## config.mk

```make
export PLATFORM = sky130hd
export DESIGN_NAME = spi_master_ctrl
export DESIGN_NICKNAME = d
export VERILOG_FILES = /design/src/rtl/spi_master_ctrl.sv
export SDC_FILE = /design/constraint.sdc
export NUM_CORES = 1
export LEC_CHECK = 0
export ABC_AREA = 1
export BUFFER_PORTS_ARGS = -buffer_cell sky130_fd_sc_hd__buf_4
export CAP_MARGIN = 30
export CELL_PAD_IN_SITES_DETAIL_PLACEMENT = 0
export CELL_PAD_IN_SITES_GLOBAL_PLACEMENT = 1
export CORE_MARGIN = 1
export CORE_UTILIZATION = 40
export CTS_CLUSTER_SIZE = 25
export DETAILED_ROUTE_END_ITERATION = 8
export MAX_ROUTING_LAYER = met4
export PLACE_DENSITY = 0.86
export SLEW_MARGIN = 20
export SYNTH_ARGS = -nofsm -noshare
export SYNTH_HDL_FRONTEND = slang
export SYNTH_SLANG_ARGS = --single-unit
```

## constraint.sdc

```tcl
create_clock -name clock_i -period 2.5 [get_ports clock_i]
set_clock_uncertainty 0.05 [all_clocks]
set_input_delay 0 -clock clock_i [delete_from_list [all_inputs] [get_ports clock_i]]
set_output_delay 0 -clock clock_i [all_outputs]
set_load 0.05 [all_outputs]
```

## src/rtl/spi_master_ctrl.sv

```systemverilog
// SPI mode-1 (CPOL=0, CPHA=1) master sequencer: drives SCLK/CS_n/MOSI, gates the receive
// shifter and captures its parallel word. Optional transfer counter: define SPI_XFER_CNT_EN.
module spi_master_ctrl #(
  parameter int WIDTH    = 8,
  parameter int CLK_DIV  = 4,
  parameter int CS_SETUP = 2,
  parameter int SETTLE   = 3
) (
  input  logic             clock_i,
  input  logic             reset_i,
  input  logic             start_i,
  input  logic [WIDTH-1:0] tx_data_i,
  input  logic [WIDTH-1:0] rx_data_i,
  output logic             SCLK_o,
  output logic             CS_n_o,
  output logic             MOSI_o,
  output logic             rx_en_o,
  output logic             busy_o,
  output logic             done_o,
`ifdef SPI_XFER_CNT_EN
  output logic [WIDTH-1:0] rx_data_o,
  output logic [15:0]      xfer_count_o
`else
  output logic [WIDTH-1:0] rx_data_o
`endif
);

  localparam int PH_MAX0 = (CLK_DIV > CS_SETUP) ? CLK_DIV : CS_SETUP;
  localparam int PH_MAX  = (PH_MAX0 > SETTLE) ? PH_MAX0 : SETTLE;
  localparam int PH_W    = $clog2(PH_MAX);
  localparam int BIT_W   = $clog2(WIDTH);

  localparam logic [PH_W-1:0]  SETUP_LD  = PH_W'(CS_SETUP - 1);
  localparam logic [PH_W-1:0]  DIV_LD    = PH_W'(CLK_DIV - 1);
  localparam logic [PH_W-1:0]  SETTLE_LD = PH_W'(SETTLE - 1);
  localparam logic [BIT_W-1:0] LAST_BIT  = BIT_W'(WIDTH - 1);

  typedef enum logic [2:0] {
    IDLE,
    SETUP,
    SCLK_HI,
    SCLK_LO,
    WAIT,
    HOLD
  } state_t;

  state_t           state;
  logic [PH_W-1:0]  phase;
  logic [BIT_W-1:0] bit_cnt;
  logic [WIDTH-1:0] shreg;

  always_ff @(posedge clock_i or posedge reset_i) begin
    if (reset_i) begin
      state     <= IDLE;
      phase     <= '0;
      bit_cnt   <= '0;
      shreg     <= '0;
      SCLK_o    <= 1'b0;
      CS_n_o    <= 1'b1;
      MOSI_o    <= 1'b0;
      rx_en_o   <= 1'b0;
      busy_o    <= 1'b0;
      done_o    <= 1'b0;
      rx_data_o <= '0;
`ifdef SPI_XFER_CNT_EN
      xfer_count_o <= '0;
`endif
    end else begin
      done_o <= 1'b0;
      case (state)
        IDLE: begin
          if (start_i) begin
            state   <= SETUP;
            phase   <= SETUP_LD;
            bit_cnt <= '0;
            shreg   <= tx_data_i;
            busy_o  <= 1'b1;
            CS_n_o  <= 1'b0;
            rx_en_o <= 1'b1;
          end
        end
        SETUP: begin
          if (phase == '0) begin
            state  <= SCLK_HI;
            phase  <= DIV_LD;
            SCLK_o <= 1'b1;
            MOSI_o <= shreg[WIDTH-1];
          end else begin
            phase <= phase - 1'b1;
          end
        end
        SCLK_HI: begin
          if (phase == '0) begin
            state  <= SCLK_LO;
            phase  <= DIV_LD;
            SCLK_o <= 1'b0;
          end else begin
            phase <= phase - 1'b1;
          end
        end
        SCLK_LO: begin
          if (phase == '0) begin
            shreg <= {shreg[WIDTH-2:0], 1'b0};
            if (bit_cnt == LAST_BIT) begin
              state <= WAIT;
              phase <= SETTLE_LD;
            end else begin
              // next MSB is shreg[WIDTH-2] since the shift lands in the same edge
              bit_cnt <= bit_cnt + 1'b1;
              state   <= SCLK_HI;
              phase   <= DIV_LD;
              SCLK_o  <= 1'b1;
              MOSI_o  <= shreg[WIDTH-2];
            end
          end else begin
            phase <= phase - 1'b1;
          end
        end
        WAIT: begin
          if (phase == '0) begin
            state     <= HOLD;
            phase     <= DIV_LD;
            rx_data_o <= rx_data_i;
            done_o    <= 1'b1;
            CS_n_o    <= 1'b1;
            rx_en_o   <= 1'b0;
            MOSI_o    <= 1'b0;
`ifdef SPI_XFER_CNT_EN
            xfer_count_o <= xfer_count_o + 16'd1;
`endif
          end else begin
            phase <= phase - 1'b1;
          end
        end
        HOLD: begin
          if (phase == '0) begin
            state  <= IDLE;
            busy_o <= 1'b0;
          end else begin
            phase <= phase - 1'b1;
          end
        end
        default: state <= IDLE;
      endcase
    end
  end

endmodule

```

==> results of run 1 <==
cells by family after synthesis:
kind of cell | Yosys count
AOI/OAI and AO/OA | 27
buffers and inverters | 29
adders and majority gates | 4
and+or+nand+nor | 108
DFF | 30
stage by stage:
step                      area, µm²  std cells  total power, µW
after global placement         1890        275              532
final                          2140        299              950
after floorplan                1620        198              507
after global routing           2140        299              988
after CTS                      2140        299              967
after detailed placement       1890        275              532
layer usage:
metal | track usage (%) | part of all wire (%) | vias up
met4 | 6.52 | 1.3 | 0
met1 | 23.4 | 50 | 615
met2 | 26.4 | 44 | 28
met3 | 3.82 | 3.8 | 4
li1 | - | - | 726
met5 | - | 0 | -
layout by cell type, fill, tap and decap left out, types with 2 or more instances in the layout:
master and n:
buf_4 34, clkbuf_8 6, dfrtp_1 29, dlygate4sd3_1 16, ha_1 4, inv_1 21, inv_2 3, nand2_1 72
nand2_2 5, nand3_1 11, nand3_2 2, nand4_1 2, nor2_1 9, nor2_4 3, o21ai_0 17, o21ai_2 7
power groups by stage:
| stage | Clock [µW] | Combinational [µW] | Sequential [µW] |
|---|---|---|---|
| final | 408 | 56.1 | 485 |
| after global routing | 440 | 63.1 | 485 |
| after CTS | 424 | 57.3 | 485 |
| after global placement | 0 | 37.6 | 494 |
| after floorplan | 0 | 12.1 | 494 |
| after detailed placement | 0 | 37.7 | 494 |
worst paths after layout:
path,start,to
max reg2reg,phase[0]$_DFFE_PP0P_,bit_cnt[0]$_DFFE_PP0P_
min in group asynchronous,reset_i,shreg[0]$_DFFE_PP0P_
max,phase[0]$_DFFE_PP0P_,bit_cnt[0]$_DFFE_PP0P_
min,tx_data_i[6],shreg[6]$_DFFE_PP0P_
min reg2reg,rx_data_o[7]$_DFFE_PP0P_,rx_data_o[7]$_DFFE_PP0P_
max in group asynchronous,reset_i,CS_n_o$_DFFE_PP1P_
cell type report:
cell class                 instances  area (µm²)  share of cell area [%]
sequential                        30         752                    35.1
multi-input combinational        139         732                    34.1
timing repair buffer              50         415                    19.4
inverter                          24        90.1                    4.20
clock buffer                       6        82.6                    3.85
tap                               48        60.1                    2.80
clock inverter                     2        12.5                   0.583
cell usage after synthesis, types with 2 or more instances:
| library cell | instances |
|---|---|
| inv_2 | 3 |
| dfrtp_1 | 29 |
| o21ai_0 | 17 |
| ha_1 | 4 |
| nand3_1 | 11 |
| nand2_2 | 5 |
| o21ai_2 | 7 |
| nor2_1 | 9 |
| nand3_2 | 2 |
| inv_1 | 21 |
| nand4_1 | 2 |
| nand2_1 | 72 |
| nor2_4 | 3 |
critical path: stages, from the launching register on:
cell,delay (ns)
dfrtp_1,0.40
inv_1,0.07
ha_1,0.23
inv_1,0.15
nand2_2,0.13
nand2_4,0.07
nor2_8,0.27
nand2_1,0.14
nand2_1,0.08
nand2_1,0.05
flip-flops by register name, indices dropped and copies added, names as in the netlist, 2 cells and up:
name and flops:
bit_cnt 3, phase 2, rx_data_o 8, shreg 8, state 3
==> metrics.md, run 1 <==
| Metric | Value |
|---|---|
| Kind of critical path | `reg2reg` |
| Mux share of post-synthesis cell area | `0%` |
| GR Util All Layers | `17.7%` |
| Maximum clock rate | `0.568 GHz` |
| Max VDD drop | `0.362 mV` |
| Synth Register Bits | `30` |
| Hold WC Path Type | `in2reg` |
| Sequential fraction of design power | `51.1%` |
| Post-synth EDFFs | `0` |
| XOR/XNOR share of the synthesized area | `0%` |
| Layout net count | `273` |
| Primary FF master, synth | `dfrtp_1` |
| Vias after detailed routing | `1,373` |
| Top cell type's share of synthesized area | `44.8%` |
| CTS resizes | `0` |
| Pint | `744 µW` |
| Worst path arrival time | `around 1.9 ns` |
| Initial drt markers | `52` |
| DRC | `0` |
| Largest area contributor in the netlist | `dfrtp_1` |
| Syn_area_per_cell | `between 8 and 9 µm²` |
| Sequential fraction of the synthesis area | `46.4%` |
| DP Wirelength | `2240 µm` |
| Pin count of the biggest net entering global routing | `22` |
| Period utilization | `between 70% and 80%` |
| Vias per inst | `approximately 4.6` |
| Number of antenna violations at the first check in global routing | `0` |
| Rel. slew slack | `between 60% and 70%` |
| Grt ovf | `0` |
| Core area | `3770 µm²` |
| Final setup margin | `0.740 ns` |
| CTS tree | `yes` |
| Inserted Clock Buffers | `5` |
| Insertion delay to the later sink of the worst-skew pair | `0.28 ns` |
| Synth warn | `0` |
| Crit end category | `register` |
| Required time of the worst setup path | `2.62 ns` |
| MaxCap Viol Count | `0` |
| Clock root buffer master | `clkbuf_8` |
| Reg clk slew, reported paths | `0.07 ns` |
| Outcome | `completed` |
| Total Wirelength | `3100 µm` |
| Num ports | `33` |
| Die area | `4310 µm²` |
| Routed len/inst | `10.4 µm` |
| Worst-Margin Slew | `0.538 ns` |
| Largest family of logic cells by synthesized area | `simple AND/OR/NAND/NOR gates` |
| Cts hold-fix bufs | `16` |
| Flop-to-flop setup slack | `about 0.74 ns` |
| Simple-Gate Fraction of Synth Area | `31.8%` |
| RSZ-0062 raised after global routing | `false` |
| Clk pwr share | `43.0%` |
| Slew Limit Fails | `0` |
| Adder-cell area share of the yosys netlist | `3.09%` |
| Setup_tns | `0 ns` |
| Clock Sinks | `30` |
| Worst setup SP type | `register` |
| Mapped Cells | `198` |
| Switching share of power | `roughly 22%` |
| Area of the mapped netlist | `1620 µm²` |
| Filler cells | `344` |
| First-pass GRT wire length | `about 5700 µm` |
| Switching power | `206 µW` |
| H-tree lvl count | `2` |
| Routed Antenna Nets | `0` |
| P per Cell Area | `443 nW/µm²` |
| First-pass DRT Iterations | `4` |
| Syn nets | `221` |
| Placement Setup Slack | `0.745 ns` |
| Global placement routability congestion | `0.809` |
| Yosys cell types | `26` |
| Final hold vios | `0` |
| IO buf count | `32` |
| Share of layout cells above drive strength 1 | `26.3%` |
| Syn-to-layout area delta | `32.3%` |
| Final setup violation count | `0` |
| Synth area leaders | `dfrtp_1 45%, nand2_1 17%, o21ai_0 5.2%` |
| Initial core utilization | `43.0%` |
| Final core occ | `56.9%` |
| ANT cells | `0` |
| Row count | `22` |
| Reg2reg path depth | `9` |
| Fin crit period | `1.76 ns` |
| Chip height | `approximately 66 µm` |
| Clock Path Buffers | `2` |
| Max Fanout on Critical Path | `19` |
| Leak pwr | `~0.0011 µW` |
| Logic pwr share | `between 5 and 6%` |
| Async SR Flop Fraction | `100%` |
| Vias in the first global route | `1,345` |
| Post-CTS Setup Inserts | `0` |
| Post-synthesis compound-gate area fraction | `10.3%` |
| Die width | `65.7 µm` |
| Fin Hold WS | `0.00115 ns` |
| Worst hold stages | `5` |
No activity file was read; power rests on OpenSTA's default activity.
==> run 2: changes to the inputs <==
CORE_UTILIZATION = 36   (was 40)
PLACE_DENSITY = 0.82   (was 0.86)
clock period = 1.4 ns   (was 2.5 ns; I/O delays follow)
==> metrics.md, run 2 (synthesis results as in run 1) <==
| Metric | Value |
|---|---|
| DP Wirelength | `approximately 2400 µm` |
| GR Util All Layers | `16.1%` |
| Global placement routability congestion | `between 0.9 and 1` |
| Syn-to-layout area delta | `52.8%` |
| Insertion delay to the later sink of the worst-skew pair | `0.27 ns` |
| Rel. slew slack | `74.2%` |
| Kind of critical path | `reg2reg` |
| Chip height | `about 69 µm` |
| Clock Path Buffers | `2` |
| Worst-Margin Slew | `roughly 0.39 ns` |
| Largest regs | `rx_data_o x8, shreg x8` |
| Required time of the worst setup path | `1.51 ns` |
| Share of layout cells above drive strength 1 | `40.7%` |
| Number of antenna violations at the first check in global routing | `0` |
| Clock root buffer master | `clkbuf_8` |
| H-tree lvl count | `2` |
| Vias per inst | `4.53` |
| MaxCap Viol Count | `0` |
| Commonest non-fill, non-tap cells in the layout | `62 x nand2_1, 50 x buf_4, 27 x dfrtp_1` |
| Grt ovf | `0` |
| Fin cells | `327` |
| Cell Chain, Critical Path | `nor2_4 -> buf_4 -> nand2_4 -> nor2_4 -> inv_4 -> o21ai_0 -> inv_1` |
| Final setup violation count | `0` |
| IO buf count | `32` |
| Final core occ | `56.9%` |
| P per Cell Area | `678 nW/µm²` |
| First-pass DRT Iterations | `4` |
| M3 GR Usage | `under 10%` |
| CTS tree | `yes` |
| First-pass GRT wire length | `5990 µm` |
| DRC | `0` |
| Commonest non-fill, non-tap cell in the layout | `nand2_1` |
| Initial drt markers | `44` |
| Total Wirelength | `3580 µm` |
| Num ports | `33` |
| Leak pwr | `0.00127 µW` |
| Inserted Clock Buffers | `5` |
| Peak-usage layer in the global routing report | `met2` |
| Max Fanout on Critical Path | `10` |
| Reg clk slew, reported paths | `0.06 ns` |
| Die width | `69.1 µm` |
| Core area | `~4400 µm²` |
| Crit end category | `register` |
| Period utilization | `around 98%` |
| Routed len/inst | `10.9 µm` |
| Fin crit period | `1.38 ns` |
| Row count | `24` |
| Met2 Resource Use GR | `26.1%` |
| Routed Antenna Nets | `0` |
| Final hold vios | `0` |
| RSZ-0062 raised after global routing | `true` |
| Vias in the first global route | `~1.4k` |
| Most used cell, CP | `nor2_4` |
| Fin Hold WS | `0.00456 ns` |
| Pin count of the biggest net entering global routing | `31` |
| Placed Cells | `297` |
| Hold WC Path Type | `in2reg` |
| Layout net count | `297` |
| Worst Setup SP | `state[0]$_DFFE_PP0P_` |
| Slowest stage delay, CP | `0.46 ns` |
| Outcome | `completed` |
| M1 GR Usage | `19.7%` |
| Slew Limit Fails | `0` |
| Worst setup SP type | `register` |
| ANT cells | `0` |
| Maximum clock rate | `0.726 GHz` |
| CP max-delay cell | `dfrtp_2` |
| Initial core utilization | `37.2%` |
| Clock Sinks | `30` |
| Die area | `between 4000 and 5000 µm²` |
| Vias after detailed routing | `~1.5k` |
| Max VDD drop | `roughly 0.57 mV` |
| Hold Path Origin | `tx_data_i[7]` |
| Worst hold stages | `5` |
| RR Startpoint | `state[0]$_DFFE_PP0P_` |
| Power, Total | `1680 µW` |
| Reg2reg path depth | `7` |
| Worst path arrival time | `1.49 ns` |
## run 2: cell count changes in the layout (fill, tap and decap cells not counted), moves of 3 or more
cell	before	now
buf_4	34	50
nand2_1	72	62
nand2_4	1	7
buf_6	0	5
ha_1	4	0
inv_1	21	17
nand2_2	5	9
ha_2	0	3
## run 2: metrics by stage
step | setup TNS (ns) | instance area (µm²) | setup slack, ns
after floorplan | 0 | 1620 | 0.00650
after global placement | -0.0188 | 2040 | -0.0188
after detailed placement | -0.0562 | 2040 | -0.0511
after CTS | 0 | 2310 | 0.0122
after global routing | -0.739 | 2480 | -0.0657
final | 0 | 2480 | 0.0221
## run 2: layout make-up
cell class / count / area [µm²]
fill: 385 / 1880
clock buffer: 7 / 86.3
inverter: 24 / 95.1
timing repair buffer: 74 / 652
multi-input combinational: 139 / 820
sequential: 30 / 754
clock inverter: 1 / 5.00
tap: 52 / 65.1
## run 2: critical path: cells and delay by family (launching register included)
kind | cells | cell delay, ns
flip-flops | 1 | 0.46
AND/OR/NAND/NOR | 3 | 0.39
buffers and inverters | 3 | 0.28
AO/OA/AOI/OAI | 1 | 0.08
## run 2: final timing paths
check,slack (ns),end
worst max-delay path,0.02,rx_en_o$_DFFE_PP0P_
worst min-delay path,0.005,shreg[7]$_DFFE_PP0P_
worst max register to register,0.02,rx_en_o$_DFFE_PP0P_
worst min register to register,0.42,rx_data_o[1]$_DFFE_PP0P_
max in group asynchronous,0.65,CS_n_o$_DFFE_PP1P_
min in group asynchronous,0.33,rx_data_o[0]$_DFFE_PP0P_
## run 2: repair_timing
action	in CTS	in global routing
pin swaps	1	11
endpoints found under the setup margin	7	25
hold endpoints to repair	44	0
hold buffers	16	0
buffers inserted	1	3
gates resized for setup	3	37
gates cloned	0	2
## run 2: report_power, final
group,internal (µW),switching (µW),leakage [µW],total [µW]
combinational,66.7,39.0,0.000886,106
sequential,867,0,0.000338,867
clock,396,312,0.0000482,708
total,1330,351,0.00127,1680
## run 2: layer usage
| layer | up-vias | part of all wire [%] | wire length, µm |
|---|---|---|---|
| met5 | - | 0 | 0 |
| met1 | 675 | 47 | 1670 |
| li1 | 779 | - | - |
| met4 | 0 | 1.3 | 46 |
| met3 | 5 | 2.4 | 87 |
| met2 | 23 | 50 | 1780 |
==> run 3: changes to the inputs <==
ABC_AREA = unset   (was 1)
MAX_ROUTING_LAYER = unset   (was met4)
PLACE_DENSITY = 0.8   (was 0.82)
==> metrics.md, run 3 <==
| Metric | Value |
|---|---|
| Outcome | `finished, violations left` |
| Failing checks | `negative setup slack` |
| Final setup margin | `-0.113 ns` |
| Max VDD drop | `0.677 mV` |
| Vias in the first global route | `1,359` |
| Period utilization | `108%` |
| H-tree lvl count | `2` |
| Clock root buffer master | `clkbuf_8` |
| Slew Limit Fails | `0` |
| Required time of the worst setup path | `1.52 ns` |
| Layout net count | `247` |
| Row count | `22` |
| Largest regs | `rx_data_o x8, shreg x8` |
| DRC | `0` |
| Synth area leaders | `dfrtp_1 50%, mux2_2 7.8%, a21oi_1 5.5%` |
| MaxCap Viol Count | `0` |
| Inserted Clock Buffers | `5` |
| Commonest non-fill, non-tap cell in the layout | `buf_4` |
| Placement Setup Slack | `-0.264 ns` |
| Kind of critical path | `reg2reg` |
| Mapped Cells | `139` |
| Num ports | `33` |
| P per Cell Area | `680 nW/µm²` |
| RSZ-0062 raised after global routing | `true` |
| Pin count of the biggest net entering global routing | `31` |
| Total Wirelength | `3920 µm` |
| Syn_area_per_cell | `~10 µm²` |
| Async SR Flop Fraction | `100%` |
| Fin crit period | `~1.5 ns` |
| Crit end category | `register` |
| Insertion delay to the later sink of the worst-skew pair | `between 0.2 and 0.3 ns` |
| Primary FF master, synth | `dfrtp_1` |
| First-pass GRT wire length | `approximately 6300 µm` |
| Post-synth top cells | `29 x dfrtp_1, 18 x nor2_1, 16 x a21oi_1` |
| Initial drt markers | `46` |
| Maximum clock rate | `about 0.66 GHz` |
| Number of antenna violations at the first check in global routing | `0` |
| Worst-Margin Slew | `0.400 ns` |
| Reg clk slew, reported paths | `0.06 ns` |
| Hold WC Path Type | `in2reg` |
| Chip height | `65.5 µm` |
| Clock Path Buffers | `2` |
| Area of the mapped netlist | `1450 µm²` |
| Share of layout cells above drive strength 1 | `between 50% and 60%` |
| Global placement routability congestion | `0.769` |
| Final hold vios | `0` |
| Grt ovf | `0` |
| GR Util All Layers | `19.5%` |
| Sequential fraction of the synthesis area | `51.8%` |
| CTS tree | `yes` |
| Yosys cell types | `33` |
| ANT cells | `0` |
| Clock Sinks | `30` |
| Vias after detailed routing | `1,349` |
| Core area | `roughly 3800 µm²` |
| Routed len/inst | `14.3 µm` |
| Fin cells | `around 270` |
| Syn-to-layout area delta | `71.9%` |
| IO buf count | `32` |
| Final setup violation count | `21` |
| Die area | `~4300 µm²` |
| Initial core utilization | `38.5%` |
| Die width | `roughly 65 µm` |
| Post-Place Cell Area | `1970 µm²` |
| Most common cell in the netlist | `dfrtp_1` |
| Vias per inst | `4.94` |
| Worst setup SP type | `register` |
| Commonest non-fill, non-tap cells in the layout | `62 x buf_4, 29 x dfrtp_1, 18 x dlygate4sd3_1` |
| Final core occ | `between 60% and 70%` |
| Top cell type's share of synthesized area | `50.0%` |
| Placed Cells | `235` |
| Max Fanout on Critical Path | `2` |
| Leak pwr | `0.00121 µW` |
| Post-route cell area | `approximately 2500 µm²` |
| Largest area contributor in the netlist | `dfrtp_1` |
| Post-synth EDFFs | `0` |
| Power, Total | `1700 µW` |
| Routed Antenna Nets | `0` |
| Synth Register Bits | `30` |
| Worst path arrival time | `1.63 ns` |
| DP Wirelength | `2310 µm` |
| First-pass DRT Iterations | `4` |
| Syn nets | `162` |
| Rel. slew slack | `73.3%` |
| Filler cells | `roughly 290` |
| Synth warn | `0` |
[run 3: cell families after synthesis]
| family | Yosys count | share of synthesized area [%] |
|---|---|---|
| and+or+nand+nor | 38 | 12.3 |
| adders and majority gates | 4 | 3.45 |
| DFF | 30 | 51.8 |
| AOI/OAI and AO/OA | 36 | 15.5 |
| muxes | 16 | 11.9 |
| buffers and inverters | 15 | 5.00 |
[run 3: cell type report]
class,count,area [µm²],share of cell area (%)
Timing Repair Buffer,83,702,28.1
Clock inverter,1,5.00,0.201
Sequential cell,30,752,30.1
Clock buffer,7,86.3,3.46
Multi-Input combinational cell,95,852,34.2
Tap cell,48,60.1,2.41
Inverter,9,37.5,1.50
[run 3: stage by stage]
stage	hold slack, ns	setup TNS [ns]
after floorplan	0.0401	-1.67
after global placement	0.0502	-2.40
after CTS	0.0106	-1.34
after detailed placement	0.0586	-3.89
after global routing	0.0553	-2.34
final	0.00399	-1.30
[run 3: routing by layer]
layer  track usage [%]  vias to the layer above  part of all wire, %
met4              7.34                        0                  1.6
met1              22.1                      667                   43
met3              5.03                        7                  1.9
met2              34.7                       18                   54
li1                  -                      657                    -
met5                 0                        -                    0
[run 3: repair_timing]
| action | in CTS | in global routing |
|---|---|---|
| hold buffers | 18 | 0 |
| pin swaps | 12 | 8 |
| setup endpoints to repair | 25 | 25 |
| cloned | 1 | 1 |
| hold endpoints to repair | 46 | 0 |
| resized for setup | 20 | 16 |
| buffers inserted | 7 | 3 |
[run 3: where the power goes]
part | total [µW] | switching (µW) | internal [µW]
logic | 111 | 40.7 | 70.8
registers | 867 | 0 | 867
clock network | 717 | 322 | 396
[run 3: final timing paths]
check                                       start                  endpoint  slack, ns  cells past startpoint
max                        bit_cnt[1]$_DFFE_PP0P_        MOSI_o$_DFFE_PP0P_      -0.11                      6
min                                       start_i       rx_en_o$_DFFE_PP0P_      0.004                      3
max reg2reg                bit_cnt[1]$_DFFE_PP0P_        MOSI_o$_DFFE_PP0P_      -0.11                      6
min reg2reg                  shreg[5]$_DFFE_PP0P_      shreg[5]$_DFFE_PP0P_       0.46                      2
max in group asynchronous                 reset_i        CS_n_o$_DFFE_PP1P_       0.67                      4
min in group asynchronous                 reset_i  rx_data_o[4]$_DFFE_PP0P_       0.31                      4
[run 3: worst max-delay path: stages (launching register included)]
cell	delay, ns
dfrtp_1	0.39
ha_4	0.16
ha_4	0.14
nand2_4	0.05
and3_4	0.17
o21ai_4	0.13
mux2_4	0.31
